## config.mk

```make
export PLATFORM = sky130hd
export DESIGN_NAME = imem_loader
export DESIGN_NICKNAME = d
export VERILOG_FILES = /design/src/rtl/imem_loader_pkg.sv /design/src/rtl/loader_word_asm.sv /design/src/rtl/imem_loader.sv
export SDC_FILE = /design/constraint.sdc
export NUM_CORES = 1
export LEC_CHECK = 0
export CAP_MARGIN = 25
export CORE_UTILIZATION = 51
export CTS_CLUSTER_DIAMETER = 150
export DETAILED_ROUTE_END_ITERATION = 16
export GPL_TIMING_DRIVEN = 0
export MAX_ROUTING_LAYER = met4
export PLACE_DENSITY = 0.84
export SLEW_MARGIN = 40
export SYNTH_ARGS = -nofsm -noshare
export SYNTH_HDL_FRONTEND = slang
export SYNTH_HIERARCHICAL = 1
export SYNTH_SLANG_ARGS = --single-unit
```

## constraint.sdc

```tcl
create_clock -name clk -period 4.02 [get_ports clk]
set_input_delay 1.005 -clock clk [delete_from_list [all_inputs] [get_ports clk]]
set_output_delay 1.005 -clock clk [all_outputs]
set_load 0.02 [all_outputs]
```

## src/rtl/imem_loader_pkg.sv

```systemverilog
// ============================================================================
// imem_loader_pkg : shared FSM states and error codes for the IMEM boot loader
// Rev 1.0 : initial release
// ============================================================================
`default_nettype none

package imem_loader_pkg;

  typedef enum logic [2:0] {
    IDLE = 3'd0,
    LEN  = 3'd1,
    DATA = 3'd2,
    CSUM = 3'd3,
    DONE = 3'd4,
    ERR  = 3'd5
  } state_t;

  localparam logic [1:0] ERR_NONE    = 2'd0;
  localparam logic [1:0] ERR_LEN     = 2'd1;
  localparam logic [1:0] ERR_CSUM    = 2'd2;
  localparam logic [1:0] ERR_TIMEOUT = 2'd3;

endpackage

`default_nettype wire

```

## src/rtl/loader_word_asm.sv

```systemverilog
// ============================================================================
// loader_word_asm : 2-bit byte lane counter with little-endian word assembly
// Rev 1.0 : initial release
// ============================================================================
`default_nettype none

module loader_word_asm (
  input  logic        clk,
  input  logic        rst,
  input  logic        i_clear,
  input  logic        i_byte_valid,
  input  logic [7:0]  i_byte,
  output logic [31:0] o_word,
  output logic        o_word_valid
);

  logic [1:0]  r_cnt;
  logic [31:0] r_word;

  // o_word already contains the byte being accepted, so the 4th byte completes it combinationally
  always_comb begin
    o_word = r_word;
    case (r_cnt)
      2'd0:    o_word[7:0]   = i_byte;
      2'd1:    o_word[15:8]  = i_byte;
      2'd2:    o_word[23:16] = i_byte;
      default: o_word[31:24] = i_byte;
    endcase
  end

  assign o_word_valid = i_byte_valid && (r_cnt == 2'd3);

  always_ff @(posedge clk or posedge rst) begin
    if (rst) begin
      r_cnt  <= 2'd0;
      r_word <= 32'd0;
    end else if (i_clear) begin
      r_cnt  <= 2'd0;
      r_word <= 32'd0;
    end else if (i_byte_valid) begin
      r_cnt  <= r_cnt + 2'd1;
      r_word <= o_word;
    end
  end

endmodule

`default_nettype wire

```

## src/rtl/imem_loader.sv

```systemverilog
// ============================================================================
// imem_loader : boot-time byte-stream to IMEM writer with length and checksum
// Rev 1.0 : initial release
// ============================================================================
`default_nettype none

module imem_loader
  import imem_loader_pkg::*;
#(
  parameter int DEPTH   = 1024,
  parameter int ADDR_W  = 10,
  parameter int TIMEOUT = 1000000
) (
  input  logic              clk,
  input  logic              rst,
  input  logic              i_start,
  input  logic              i_rx_valid,
  input  logic [7:0]        i_rx_data,
  output logic              o_rx_ready,
  output logic              o_imem_we,
  output logic [ADDR_W-1:0] o_imem_addr,
  output logic [31:0]       o_imem_din,
  output logic              o_cpu_hold,
  output logic              o_done,
  output logic              o_error,
  output logic [1:0]        o_err_code,
  output logic [ADDR_W:0]   o_words_loaded
);

  localparam int              TW        = (TIMEOUT > 1) ? $clog2(TIMEOUT) : 1;
  localparam logic [TW-1:0]   c_TO_LAST = TW'((TIMEOUT > 0) ? TIMEOUT - 1 : 0);
  localparam bit              c_TO_EN   = (TIMEOUT > 0);
  localparam logic [ADDR_W:0] c_ONE     = (ADDR_W+1)'(1);

  state_t            r_state, w_next;
  logic [1:0]        r_err_code, w_err_next;
  logic [ADDR_W:0]   r_len, r_words, w_words_inc;
  logic [31:0]       r_sum, r_din, w_word;
  logic [TW-1:0]     r_timer;
  logic [ADDR_W-1:0] r_addr;
  logic              r_we, w_accept, w_wv, w_timeout, w_clear, w_last_word;

  assign o_rx_ready  = (r_state == LEN) || (r_state == DATA) || (r_state == CSUM);
  assign w_accept    = i_rx_valid && o_rx_ready;
  assign w_words_inc = r_words + c_ONE;
  assign w_last_word = (w_words_inc == r_len);
  assign w_timeout   = c_TO_EN && o_rx_ready && !w_accept && (r_timer == c_TO_LAST);
  assign w_clear     = (w_next != r_state);

  loader_word_asm u_word_asm (
    .clk          (clk),
    .rst          (rst),
    .i_clear      (w_clear),
    .i_byte_valid (w_accept),
    .i_byte       (i_rx_data),
    .o_word       (w_word),
    .o_word_valid (w_wv)
  );

  always_ff @(posedge clk or posedge rst) begin
    if (rst) r_state <= IDLE;
    else     r_state <= w_next;
  end

  // A completed word always outranks a timeout landing on the same cycle
  always_comb begin
    w_next     = r_state;
    w_err_next = r_err_code;
    unique case (r_state)
      IDLE: if (i_start) w_next = LEN;
      LEN: begin
        if (w_wv) begin
          if (w_word > 32'(DEPTH)) begin
            w_next     = ERR;
            w_err_next = ERR_LEN;
          end else if (w_word == 32'd0) begin
            w_next = CSUM;
          end else begin
            w_next = DATA;
          end
        end else if (w_timeout) begin
          w_next     = ERR;
          w_err_next = ERR_TIMEOUT;
        end
      end
      DATA: begin
        if (w_wv) begin
          if (w_last_word) w_next = CSUM;
        end else if (w_timeout) begin
          w_next     = ERR;
          w_err_next = ERR_TIMEOUT;
        end
      end
      CSUM: begin
        if (w_wv) begin
          if (w_word == r_sum) begin
            w_next = DONE;
          end else begin
            w_next     = ERR;
            w_err_next = ERR_CSUM;
          end
        end else if (w_timeout) begin
          w_next     = ERR;
          w_err_next = ERR_TIMEOUT;
        end
      end
      DONE: if (i_start) w_next = LEN;
      ERR: begin
        if (i_start) begin
          w_next     = LEN;
          w_err_next = ERR_NONE;
        end
      end
      default: w_next = IDLE;
    endcase
  end

  always_ff @(posedge clk or posedge rst) begin
    if (rst) begin
      r_err_code <= ERR_NONE;
      r_len      <= '0;
      r_words    <= '0;
      r_sum      <= 32'd0;
      r_timer    <= '0;
      r_we       <= 1'b0;
      r_addr     <= '0;
      r_din      <= 32'd0;
    end else begin
      r_we       <= 1'b0;
      r_err_code <= w_err_next;

      if (w_accept || !o_rx_ready || w_clear || !c_TO_EN) r_timer <= '0;
      else                                                 r_timer <= r_timer + TW'(1);

      if ((r_state == LEN) && w_wv) r_len <= w_word[ADDR_W:0];

      if ((r_state == DATA) && w_wv) begin
        r_we    <= 1'b1;
        r_din   <= w_word;
        r_addr  <= r_words[ADDR_W-1:0];
        r_words <= w_words_inc;
        r_sum   <= r_sum + w_word;
      end

      // Every new load restarts at word 0 with an empty sum
      if ((w_next == LEN) && (r_state != LEN)) begin
        r_words <= '0;
        r_sum   <= 32'd0;
      end
    end
  end

  assign o_imem_we      = r_we;
  assign o_imem_addr    = r_addr;
  assign o_imem_din     = r_din;
  assign o_cpu_hold     = (r_state != DONE);
  assign o_done         = (r_state == DONE);
  assign o_error        = (r_state == ERR);
  assign o_err_code     = r_err_code;
  assign o_words_loaded = r_words;

endmodule

`default_nettype wire
```

-- After elaboration in Yosys (flattened, before gate mapping)
Cells that the tools add are included.
- bits in registers: 156
- input port bits: 12
- logic and storage cells: 89
- add/sub/neg operators: 4
- $lt $le $gt $ge: 1
- equal/unequal tests: 19
- muxes and demuxes: 32
- reductions and logical operators: 22
- operator list (kind ; count):
    32-bit 2-to-1 mux ; 4
    32-bit adder ; 1
    32-bit == test ; 1
    32-bit by 11-bit greater-than comparator with 1-bit output, second input constant ; 1
    32-bit logical NOT ; 1
    8-bit 2-to-1 mux ; 4
    11-bit 2-to-1 mux ; 2
    3-bit 2-to-1 mux ; 7
    20-bit by 1-bit adder with 20-bit output, second input constant ; 1
    20-bit == test, second input constant ; 1
    20-bit 2-to-1 mux ; 1
    2-bit 2-to-1 mux ; 9
    3-bit case mux with 4 select lines ; 1
    11-bit by 1-bit adder with 11-bit output, second input constant ; 1
    11-bit == test ; 1
    2-bit case mux with 4 select lines ; 1
    1-bit logical AND ; 7
    3-bit by 1-bit == test with 1-bit output, second input constant ; 2
    3-bit by 2-bit == test with 1-bit output, second input constant ; 2
    3-bit == test, second input constant ; 2
    3-bit inequality test, second input constant ; 2
    3-bit OR reduction ; 2
    5-bit AND reduction ; 1
    2-bit == test, second input constant ; 2
    13 further kinds ; 21

-- Logic depth before layout (Yosys ltp)
Gate-level depths: netlist (run 1).
- depth after elaboration: 13
- depth in mapped cells: 18

-- Cells and area by module
The synthesis (run 1) kept the hierarchy.
- by module, submodules not included (module ; times used ; cells each ; area each (um2)):
    imem_loader ; 1 ; 818 ; 7238.2
    loader_word_asm ; 1 ; 168 ; 2009.4

-- Worst setup path after synthesis (run 1)
OpenSTA, ideal clock, no wires.
- path type: in2reg
- from: input i_rx_data[0]
- to: register r_sum[26]
- library setup time: 0.078 ns
- arrival time: 3.533 ns
- required time: 3.942 ns
- setup slack: 0.409 ns
- stages on the path: 12
- buffers on the path: 0
- cell sequence: mux2_2 ha_1 fa_1 a211oi_1 o211ai_1 nand3_1 nand3_1 o221a_2 a211oi_1 xnor2_1 nand2_1 a21oi_1
- longest elaborated chain between the ends: 9
- elaborated cells on any way between the ends: 19
- those cells by class: add/sub: 1; order compare: 1; eq/ne: 2; mux: 12; reduce/logical: 3
- ends and longest elaborated chain (item ; RTL line ; source):
    start: declaration ; imem_loader.sv:18 ; input logic [7:0] i_rx_data,
    parallel branches: the longest is 9 deep, another holds 32-bit by 11-bit greater-than comparator with 1-bit output ; - ;
    end signal: assignment ; imem_loader.sv:142 ; r_sum <= r_sum + w_word;
    end: declaration ; imem_loader.sv:38 ; logic [31:0] r_sum, r_din, w_word;
Parallel ways; which one is timed is not known. The select of a mux whose other input is x is not followed.
A chain may end at the register's enable or synchronous reset.

-- Worst setup path after layout (run 1)
- from: input i_rx_data[5]
- to: register u_word_asm.r_word[12]
- longest elaborated chain between the ends: 8
- elaborated cells on any way between the ends: 16
- those cells by class: order compare: 1; eq/ne: 2; mux: 11; reduce/logical: 2
- ends and longest elaborated chain (item ; RTL line ; source):
    8-bit 2-to-1 mux * ; loader_word_asm.sv:23 ; case (r_cnt)
    net w_word[29] ; imem_loader.sv:38 ;
    parallel branches: the longest is 4 deep, another holds 32-bit by 11-bit greater-than comparator with 1-bit output ; - ;
    3-bit case mux with 4 select lines * ; imem_loader.sv:69 ; unique case (r_state)
    net w_next[0] ; imem_loader.sv:35 ; state_t r_state, w_next;
    3-bit inequality test * ; imem_loader.sv:48 ; assign w_clear = (w_next != r_state);
    net w_clear ; imem_loader.sv:41 ; logic r_we, w_accept, w_wv, w_timeout, w_clear, w_last_word;
    32-bit 2-to-1 mux or 2-bit nonzero test (tied branches) ; - ;
    end signal: assignment ; loader_word_asm.sv:42 ; r_word <= o_word;
    end: declaration ; loader_word_asm.sv:18 ; logic [31:0] r_word;
Mark *: on every way through the listed nets, which the timed path passes.

==> results of run 1 <==
## critical path, stage by stage
cell             delay, ps
clkdlybuf4s50_1        480
mux2_2                 360
ha_2                   340
nor4_1                 240
nand4_1                150
nor3_2                 250
nor3_1                  90
o21bai_2               160
o311ai_4               130
mux2i_2                260
nand2_2                200
buf_4                  220
nand2b_1               220
mux2i_1                190
## per-stage QoR
| stage | power, mW | worst slack, ps |
|---|---|---|
| after floorplan | 2.82 | 409 |
| final | 5.23 | 66.9 |
| after global placement | 3.24 | -961 |
| after global routing | 5.42 | -30.3 |
| after CTS | 5.06 | 7.16 |
| after detailed placement | 3.29 | -997 |
## area by class of cell
class                   instances  area share
multi-input cells             763       0.470
clock inverters                13      0.0148
well taps                     225      0.0246
repair buffers                 88      0.0854
plain buffers                  43      0.0211
clock buffers                  18      0.0375
inverters                      15     0.00525
flip-flops and latches        156       0.341
## layer usage
metal,wire [um],vias up,GRT usage
li1,-,3585,-
met1,10700,3797,0.371
met2,11800,290,0.437
met3,1770,81,0.0589
met4,1120,0,0.162
met5,0,-,-
## power breakdown
group	leakage (nW)	internal [mW]	switching, mW
combinational	2.91	0.773	1.05
sequential	2.17	1.67	0.0655
clock	0.284	0.979	0.693
total	5.36	3.42	1.81
## flip-flops by register name, indices dropped and copies added (netlist names)
register	flops
o_err_code	2
o_imem_addr	10
o_imem_din	32
o_imem_we	1
o_words_loaded	11
r_len	11
r_state	3
r_sum	32
r_timer	20
u_word_asm/r_cnt	2
u_word_asm/r_word	32
## kinds of logic after synthesis
logic type | count (synthesis) | synth area share
and+or+nand+nor | 431 | 0.226
DFF | 156 | 0.422
AOI/OAI and AO/OA | 140 | 0.102
muxes | 85 | 0.0977
xor gates and xnor gates | 68 | 0.0644
buffers and inverters | 67 | 0.0341
adders and majority gates | 39 | 0.0536
## Yosys cell counts, types with 11 or more instances
master	n
inv_1	15
ha_1	38
dfrtp_1	156
xor2_1	32
mux2i_1	43
a21oi_1	49
nand3_1	26
clkbuf_1	31
nor2_1	43
xnor2_1	36
nor2_2	20
a21o_1	15
nor3_1	11
o21ai_0	13
nand2b_1	49
nand2_1	210
mux2_2	42
nor4_1	15
## final timing paths
check | to | slack, ps
min reg2reg | o_imem_addr[6]$_DFFE_PP0P_ | 480
min | o_imem_addr[6]$_DFFE_PP0P_ | 480
max reg2reg | u_word_asm/r_word[12]$_DFFE_PP0P_ | 80
min in group asynchronous | o_imem_din[20]$_DFFE_PP0P_ | 960
max | u_word_asm/r_word[12]$_DFFE_PP0P_ | 70
max in group asynchronous | o_words_loaded[8]$_DFFE_PP0P_ | 2260
## repair_timing
item,in CTS,in global routing
gates resized for setup,40,54
buffers inserted,2,8
hold buffers,0,0
pin swaps,9,5
setup endpoints to repair,56,41
==> qor.csv, run 1 <==
metric;value;unit
status;finished clean;
max cap viols;0;
fillers;1290;
highest clock rate;0.253;GHz
WHS Path Cells;2;
Multi-input gate area;5380;um2
Fin. Hold Viols;0;
global-route usage over all layers;0.292;
DRC;0;
flops & latches, synth;156;
wire length of the first global-routing pass;40.3;mm
commonest non-fill, non-tap cells in the layout;208 x nand2_1, 155 x dfrtp_1, 64 x clkdlybuf4s50_1;
Util after Layout;0.655;
FP Rows;48;
Hold Crit Class;flip-flop to flip-flop;
synthesized area per cell;9.38;um2
area of the core;17500;um2
Num CTS Buffers;17;
Die ar.;18700;um2
Die Y;137;um
CP required;4370;ps
Hold WS;476;ps
layout cells sized above 1;0.183;
Max FO, Critical Path;10;
setup violators final;0;
Final GP Congestion;0.952;
pwr dens;457;nW/um2
post-synthesis sequential area ratio;0.422;
Ports;72;
Most used DFF post-synth;dfrtp_1;
wire per inst;19.2;um
Crit. End Element;flip-flop;
Die Span X;137;um
CTS tree;built;
vias in the first global route;7673;
Nets;1135;
Synth cell types;71;
clock slew at reported path FFs;60;ps
Slew HR;0.510;
Critical Path AT;4300;ps
number of synthesized flops with an enable pin;0;
start point of the worst hold path;o_imem_addr[6]$_DFFE_PP0P_;
Root Driver;clkbuf_16;
Mapped Cells;986;
startpoint types;input port;
final wirelength;25.4;mm
maximum VDD drop;0.000453;V
antenna viol nets, final;0;
fin crit share;0.983;
Port Buffers;71;
Tmin final;3950;ps
fin. max-slew vios;0;
antenna violations before repair;0;
Worst R2R Path Depth;16;
clock sinks;156;
CP Launch Point;i_rx_data[5];
reg2reg start;u_word_asm/r_cnt[1]$_DFFE_PP0P_;
H-tree level count;4;
Post-Place Cells;1289;
Synth warnings;6;
setup TNS;0;ps
total grt overflow;0;
clk_skew;12.6;ps
maximum number of pins on one net before global-route repair;35;
n_diodes;0;
CTS max path bufs;2;
post-synth net total;1037;
Crit Path Category;input port to flip-flop;
Least-Margin Pin Slew;727;ps
FF+latch area;3910;um2
hpwl dp;17.7;mm
Synth area leaders;dfrtp_1 42%, nand2_1 8.5%, ha_1 5.1%;
area of the mapped netlist;9250;um2
Pleak;5.36;nW
Finished Cell Area;11400;um2
Layout area overhead;23.7;%
leading area contributor after synthesis;dfrtp_1;
post-DR vias/cell;5.87;
fin cells;1321;
Vias;7753;
number of detailed-route iterations in the first pass;5;
asr flop ratio synth;1.00;
Post-DP Area;10400;um2
latest clock arrival within the worst-skew pair;440;ps
most common cell after layout, fill and taps aside;nand2_1;
share of the synthesized area in the top cell type;0.422;
DR iter-0 viols;649;
Starting Density;0.529;
No activity file was read; power rests on OpenSTA's default activity.
==> inputs of run 2 (changes only) <==
--- a/config.mk
+++ b/config.mk
@@ -5,13 +5,14 @@
 export SDC_FILE = /design/constraint.sdc
 export NUM_CORES = 1
 export LEC_CHECK = 0
+export ABC_AREA = 1
 export CAP_MARGIN = 25
 export CORE_UTILIZATION = 51
 export CTS_CLUSTER_DIAMETER = 150
 export DETAILED_ROUTE_END_ITERATION = 16
 export GPL_TIMING_DRIVEN = 0
 export MAX_ROUTING_LAYER = met4
-export PLACE_DENSITY = 0.84
+export PLACE_DENSITY = 0.81
 export SLEW_MARGIN = 40
 export SYNTH_ARGS = -nofsm -noshare
 export SYNTH_HDL_FRONTEND = slang
==> constraint.sdc (replaced) <==
create_clock -name clk -period 4.6 [get_ports clk]
set_input_delay 1.15 -clock clk [delete_from_list [all_inputs] [get_ports clk]]
set_output_delay 1.15 -clock clk [all_outputs]
set_load 0.02 [all_outputs]
==> run 2 against run 1 <==
  * Clock skew decreased by 3.8 ps
  * Die area is 0.31% lower
  * Clock power shrank 16%
  * Largest cell class unchanged
  * Largest power group is now registers
  * Combinational power shrank 34%
==> qor.csv, run 2 <==
metric;value;unit
status;finished clean;
setup violators final;0;
sequential share of power;0.364;
Critical Path AT;4670;ps
number of detailed-route iterations in the first pass;5;
startpoint types;input port;
CP required;4970;ps
Int Pwr;2.63;mW
hpwl dp;19.0;mm
fin cells;1570;
met3 routed wirelength;1.38;mm
met1 WL;11.2;mm
Synth cell types;40;
Nets;1383;
synthesized area per cell;7.43;um2
Starting Density;0.527;
clk_skew;8.77;ps
Ports;72;
share of the synthesized area in the top cell type;0.423;
Die Y;136;um
Fin. Hold Viols;0;
Slew HR;0.506;
most common cell in the netlist;nand2_1;
flop2flop setup slack;560;ps
Post-Place Cells;1538;
Least-Margin Pin Slew;741;ps
Root Driver;clkbuf_16;
setup repair after global routing missed its margin;no;
Routed met2 length;11.9;mm
Die Span X;136;um
H-tree level count;4;
Port Buffers;71;
Mapped Cells;1241;
number of synthesized flops with an enable pin;0;
Vias;8629;
Tmin final;4300;ps
post-synthesis sequential area ratio;0.423;
Post-CTS Resized;0;
maximum VDD drop;0.000279;V
commonest cells in the netlist;417 x nand2_1, 156 x dfrtp_1, 117 x inv_1;
wire length of the first global-routing pass;41.4;mm
post-synth net total;1292;
wire per inst;16.2;um
post-DR vias/cell;5.50;
Switching Fraction;0.362;
maximum number of pins on one net before global-route repair;71;
Die ar.;18600;um2
Most used DFF post-synth;dfrtp_1;
antenna viol nets, final;0;
clock sinks;156;
Synth area leaders;dfrtp_1 42%, nand2_1 17%, ha_1 5.2%;
Synth warnings;6;
flops & latches, synth;156;
FP Rows;48;
Util after Layout;0.621;
global-route usage over all layers;0.300;
antenna violations before repair;0;
most common cell after layout, fill and taps aside;nand2_1;
vias in the first global route;8260;
top routing layer in use;met4;
clock slew at reported path FFs;60;ps
Hold Crit Class;flip-flop to flip-flop;
latest clock arrival within the worst-skew pair;430;ps
Num CTS Buffers;17;
switching power total;1.49;mW
area of the core;17500;um2
leading area contributor after synthesis;dfrtp_1;
CTS max path bufs;2;
layout cells sized above 1;0.0766;
asr flop ratio synth;1.00;
Crit. End Element;flip-flop;
n_diodes;0;
fin. max-slew vios;0;
Max FO, Critical Path;10;
Post-CTS Hold Buffers;0;
DRC;0;
CTS tree;built;
max cap viols;0;
Pleak;5.27;nW
commonest non-fill, non-tap cells in the layout;417 x nand2_1, 156 x dfrtp_1, 115 x inv_1;
final wirelength;25.4;mm
Layout area overhead;17.7;%
fin crit share;0.935;
DR iter-0 viols;613;
total grt overflow;0;
pwr dens;380;nW/um2
fillers;1550;
post-CTS setup buffers;0;
area of the mapped netlist;9220;um2
highest clock rate;0.232;GHz
Comb pwr share;0.295;
clock power share;0.341;
Crit Path Category;input port to flip-flop;
Final GP Congestion;0.983;
-- run 2: cell count changes in the layout (fill, tap and decap cells not counted), moves of 18 or more --
cell | previous run | this run
o21ai_0 | 13 | 79
nand3_1 | 25 | 85
mux2_2 | 25 | 0
o21ai_1 | 6 | 25
ha_1 | 20 | 38
inv_1 | 13 | 115
xnor2_1 | 36 | 12
nand2b_1 | 47 | 0
mux2i_1 | 42 | 0
nand2_1 | 208 | 417
nor2_1 | 43 | 72
-- run 2: worst max-delay path: stages --
cell and delay (ps):
clkdlybuf4s50_1 620, nand2_1 90, nand2_1 200, ha_1 270, clkbuf_1 200, nor4_1 300, nand3_1 150, nor2_2 240
nor2_1 70, a21oi_1 120, nand2_1 80, nand2_1 90, nand2_2 90, nand2_1 110, nand3_1 220, nor2_4 240
buf_2 260, nand2_1 80, nand2_1 80
-- run 2: path summary, 6_finish.rpt --
path / from / end / depth (start not counted)
worst max-delay path: i_rx_data[5] / u_word_asm/r_word[27]$_DFFE_PP0P_ / 19
worst min-delay path: r_timer[0]$_DFF_PP0_ / r_timer[0]$_DFF_PP0_ / 1
worst max register to register: u_word_asm/r_cnt[0]$_DFFE_PP0P_ / u_word_asm/r_word[27]$_DFFE_PP0P_ / 21
worst min register to register: r_timer[0]$_DFF_PP0_ / r_timer[0]$_DFF_PP0_ / 1
max in group asynchronous: rst / o_imem_addr[0]$_DFFE_PP0P_ / 3
min in group asynchronous: rst / o_imem_din[23]$_DFFE_PP0P_ / 2
-- run 2: stage by stage --
| step | hold WS, ps | power, mW | setup TNS [ps] | setup WS [ps] | area [um2] |
|---|---|---|---|---|---|
| final | 480 | 4.12 | 0 | 298 | 10800 |
| after global routing | 498 | 4.32 | 0 | 10.4 | 10800 |
| after floorplan | 442 | 2.35 | 0 | 207 | 9220 |
| after CTS | 475 | 4.10 | 0 | 125 | 10800 |
| after detailed placement | 465 | 2.70 | -8940 | -316 | 10200 |
| after global placement | 461 | 2.67 | -206960 | -1650 | 10200 |
-- run 2: cell families (layout without fill, tap and decap cells) --
group                      after synthesis  after routing  synth area share
AOI/OAI and AO/OA                      188            188             0.109
DFF                                    156            156             0.423
adders and majority gates               39             39            0.0537
buffers and inverters                  159            263            0.0715
xor gates and xnor gates                39             39            0.0371
and+or+nand+nor                        660            660             0.305
-- run 2: power by group through the flow --
stage	clock [mW]	combinational, mW	sequential, mW
after global routing	1.47	1.34	1.51
after floorplan	0	0.837	1.51
final	1.40	1.21	1.50
after CTS	1.42	1.19	1.50
after global placement	0	1.15	1.52
after detailed placement	0	1.18	1.52
-- run 2: final cells by class --
class / count / area [um2] / share of cell area
Multi-Input combinational cell: 926 / 4680 / 0.431
Sequential cell: 156 / 3900 / 0.360
Timing Repair Buffer: 72 / 738 / 0.0681
Clock buffer: 23 / 468 / 0.0431
Inverter: 121 / 463 / 0.0427
Tap cell: 225 / 282 / 0.0260
Buffer: 38 / 205 / 0.0189
Clock inverter: 9 / 111 / 0.0103
-- run 2: layer usage --
| metal | global-route usage | vias to the layer above |
|---|---|---|
| met5 | - | - |
| met4 | 0.119 | 0 |
| met3 | 0.0615 | 57 |
| met2 | 0.465 | 279 |
| met1 | 0.383 | 4088 |
| li1 | - | 4205 |
==> inputs of run 3 (changes only) <==
--- a/config.mk
+++ b/config.mk
@@ -7,12 +7,12 @@
 export LEC_CHECK = 0
 export ABC_AREA = 1
 export CAP_MARGIN = 25
-export CORE_UTILIZATION = 51
+export CORE_UTILIZATION = 30
 export CTS_CLUSTER_DIAMETER = 150
 export DETAILED_ROUTE_END_ITERATION = 16
 export GPL_TIMING_DRIVEN = 0
 export MAX_ROUTING_LAYER = met4
-export PLACE_DENSITY = 0.81
+export PLACE_DENSITY = 0.57
 export SLEW_MARGIN = 40
 export SYNTH_ARGS = -nofsm -noshare
 export SYNTH_HDL_FRONTEND = slang
==> run 3 against run 2 <==
  * Largest cell class unchanged
  * Non-clock buffer count is 1 higher
  * Setup slack gained 63 ps
  * Clock power barely moved
  * Sequential share of layout area fell by 0.67 points
  * Sequential cell count unchanged
  * Maximum frequency increased by 1.5%
  * Global-route usage shrank 12 points
==> qor.csv, run 3 (synthesis results as in run 2) <==
metric;value;unit
FP Rows;63;
Slew HR;0.483;
final wirelength;26.2;mm
Die Y;177;um
Final GP Congestion;0.919;
Tmin final;4240;ps
fin. max-slew vios;0;
Ports;72;
Vias;8339;
Top cell by count, worst path;nand2_1;
flop2flop setup slack;610;ps
Crit. End Element;flip-flop;
fin crit share;0.921;
antenna violations before repair;0;
Least-Margin Pin Slew;776;ps
FF+latch area;3900;um2
number of detailed-route iterations in the first pass;5;
delay-heaviest family, CP;simple AND/OR/NAND/NOR gates;
Die ar.;31400;um2
hpwl dp;19.8;mm
setup TNS;0;ps
Fin. Hold Viols;0;
Multi-input gate area;4680;um2
pwr dens;373;nW/um2
most common cell after layout, fill and taps aside;nand2_1;
Critical Path Max Stage Delay;620;ps
Num CTS Buffers;17;
maximum number of pins on one net before global-route repair;68;
Worst R2R Path Depth;21;
Pleak;5.27;nW
Max FO, Critical Path;10;
setup repair after global routing missed its margin;no;
CTS tree;built;
max cap viols;0;
Layout area overhead;19.9;%
clock slew at reported path FFs;70;ps
Critical Path AT;4610;ps
DRC;0;
commonest non-fill, non-tap cells in the layout;416 x nand2_1, 156 x dfrtp_1, 115 x inv_1;
Crit Path Category;input port to flip-flop;
layout cells sized above 1;0.0788;
Starting Density;0.308;
CP required;4970;ps
WHS Path Cells;1;
Hold Crit Class;flip-flop to flip-flop;
status;finished clean;
H-tree level count;4;
post-DR vias/cell;4.80;
latest clock arrival within the worst-skew pair;440;ps
CP bufs+invs;2;
Hold WS;471;ps
Nets;1384;
global-route usage over all layers;0.179;
wire per inst;15.1;um
clk_skew;12.3;ps
antenna viol nets, final;0;
Post-CTS Hold Buffers;0;
Die Span X;177;um
clock sinks;156;
Root Driver;clkbuf_16;
n_diodes;0;
crit-path cells;clkdlybuf4s50_1, nand2_1, nand2_1, ha_1, nor4_1, nand4_1, nor2_1, nor2_1, a21oi_1, nand2_1, nand2_1, nand2_2, nand2_1, nand3_2, nor2_4, buf_2, nand2_1, nand2_1;
total grt overflow;0;
vias in the first global route;8031;
wire length of the first global-routing pass;42.5;mm
critical path depth;18;
highest clock rate;0.236;GHz
setup violators final;0;
Port Buffers;71;
CTS max path bufs;2;
DR iter-0 viols;676;
fillers;3207;
CP max-delay cell;clkdlybuf4s50_1;
startpoint types;input port;
area of the core;30000;um2
maximum VDD drop;0.000227;V
run 3: cell type report:
| cell class | count | share of cell area |
|---|---|---|
| inverters | 121 | 0.0418 |
| flip-flops and latches | 156 | 0.353 |
| repair buffers | 73 | 0.0675 |
| multi-input cells | 926 | 0.423 |
| plain buffers | 38 | 0.0186 |
| clock buffers | 21 | 0.0417 |
| clock inverters | 11 | 0.00996 |
| well taps | 390 | 0.0441 |
run 3: final timing paths:
kind,startpoint,endpoint
worst max-delay path,i_rx_data[5],u_word_asm/r_word[1]$_DFFE_PP0P_
min in group asynchronous,rst,o_imem_din[13]$_DFFE_PP0P_
worst min register to register,r_timer[0]$_DFF_PP0_,r_timer[0]$_DFF_PP0_
worst min-delay path,r_timer[0]$_DFF_PP0_,r_timer[0]$_DFF_PP0_
max in group asynchronous,rst,r_timer[5]$_DFF_PP0_
worst max register to register,u_word_asm/r_cnt[0]$_DFFE_PP0P_,u_word_asm/r_word[1]$_DFFE_PP0P_
run 3: power by group:
part           leakage [nW]  switching, mW  internal [mW]
clock                 0.271          0.617          0.782
sequential             2.17         0.0527           1.44
combinational          2.83          0.867          0.361
run 3: through the flow:
| step | total power, mW | instance area [um2] | setup WS [ps] | utilization | instances |
|---|---|---|---|---|---|
| final | 4.12 | 11100 | 361 | 0.369 | 1736 |
| after global routing | 4.36 | 11100 | 115 | 0.369 | 1736 |
| after CTS | 4.15 | 11000 | 99.1 | 0.368 | 1735 |
| after detailed placement | 2.73 | 10500 | -746 | 0.349 | 1703 |
| after global placement | 2.71 | 10400 | -1940 | 0.348 | 1702 |
| after floorplan | 2.35 | 9220 | 207 | - | 1241 |
run 3: repair_timing:
item	CTS	global route
hold endpoints to repair	0	0
pin swaps	0	1
resized for setup	2	3
setup buffers	0	1
setup endpoints to repair	33	32
run 3: layer usage:
| metal | global-route usage | share of wire |
|---|---|---|
| met4 | 0.0452 | 0.010 |
| met2 | 0.278 | 0.46 |
| met3 | 0.0326 | 0.049 |
| met1 | 0.240 | 0.49 |
| met5 | - | 0 |
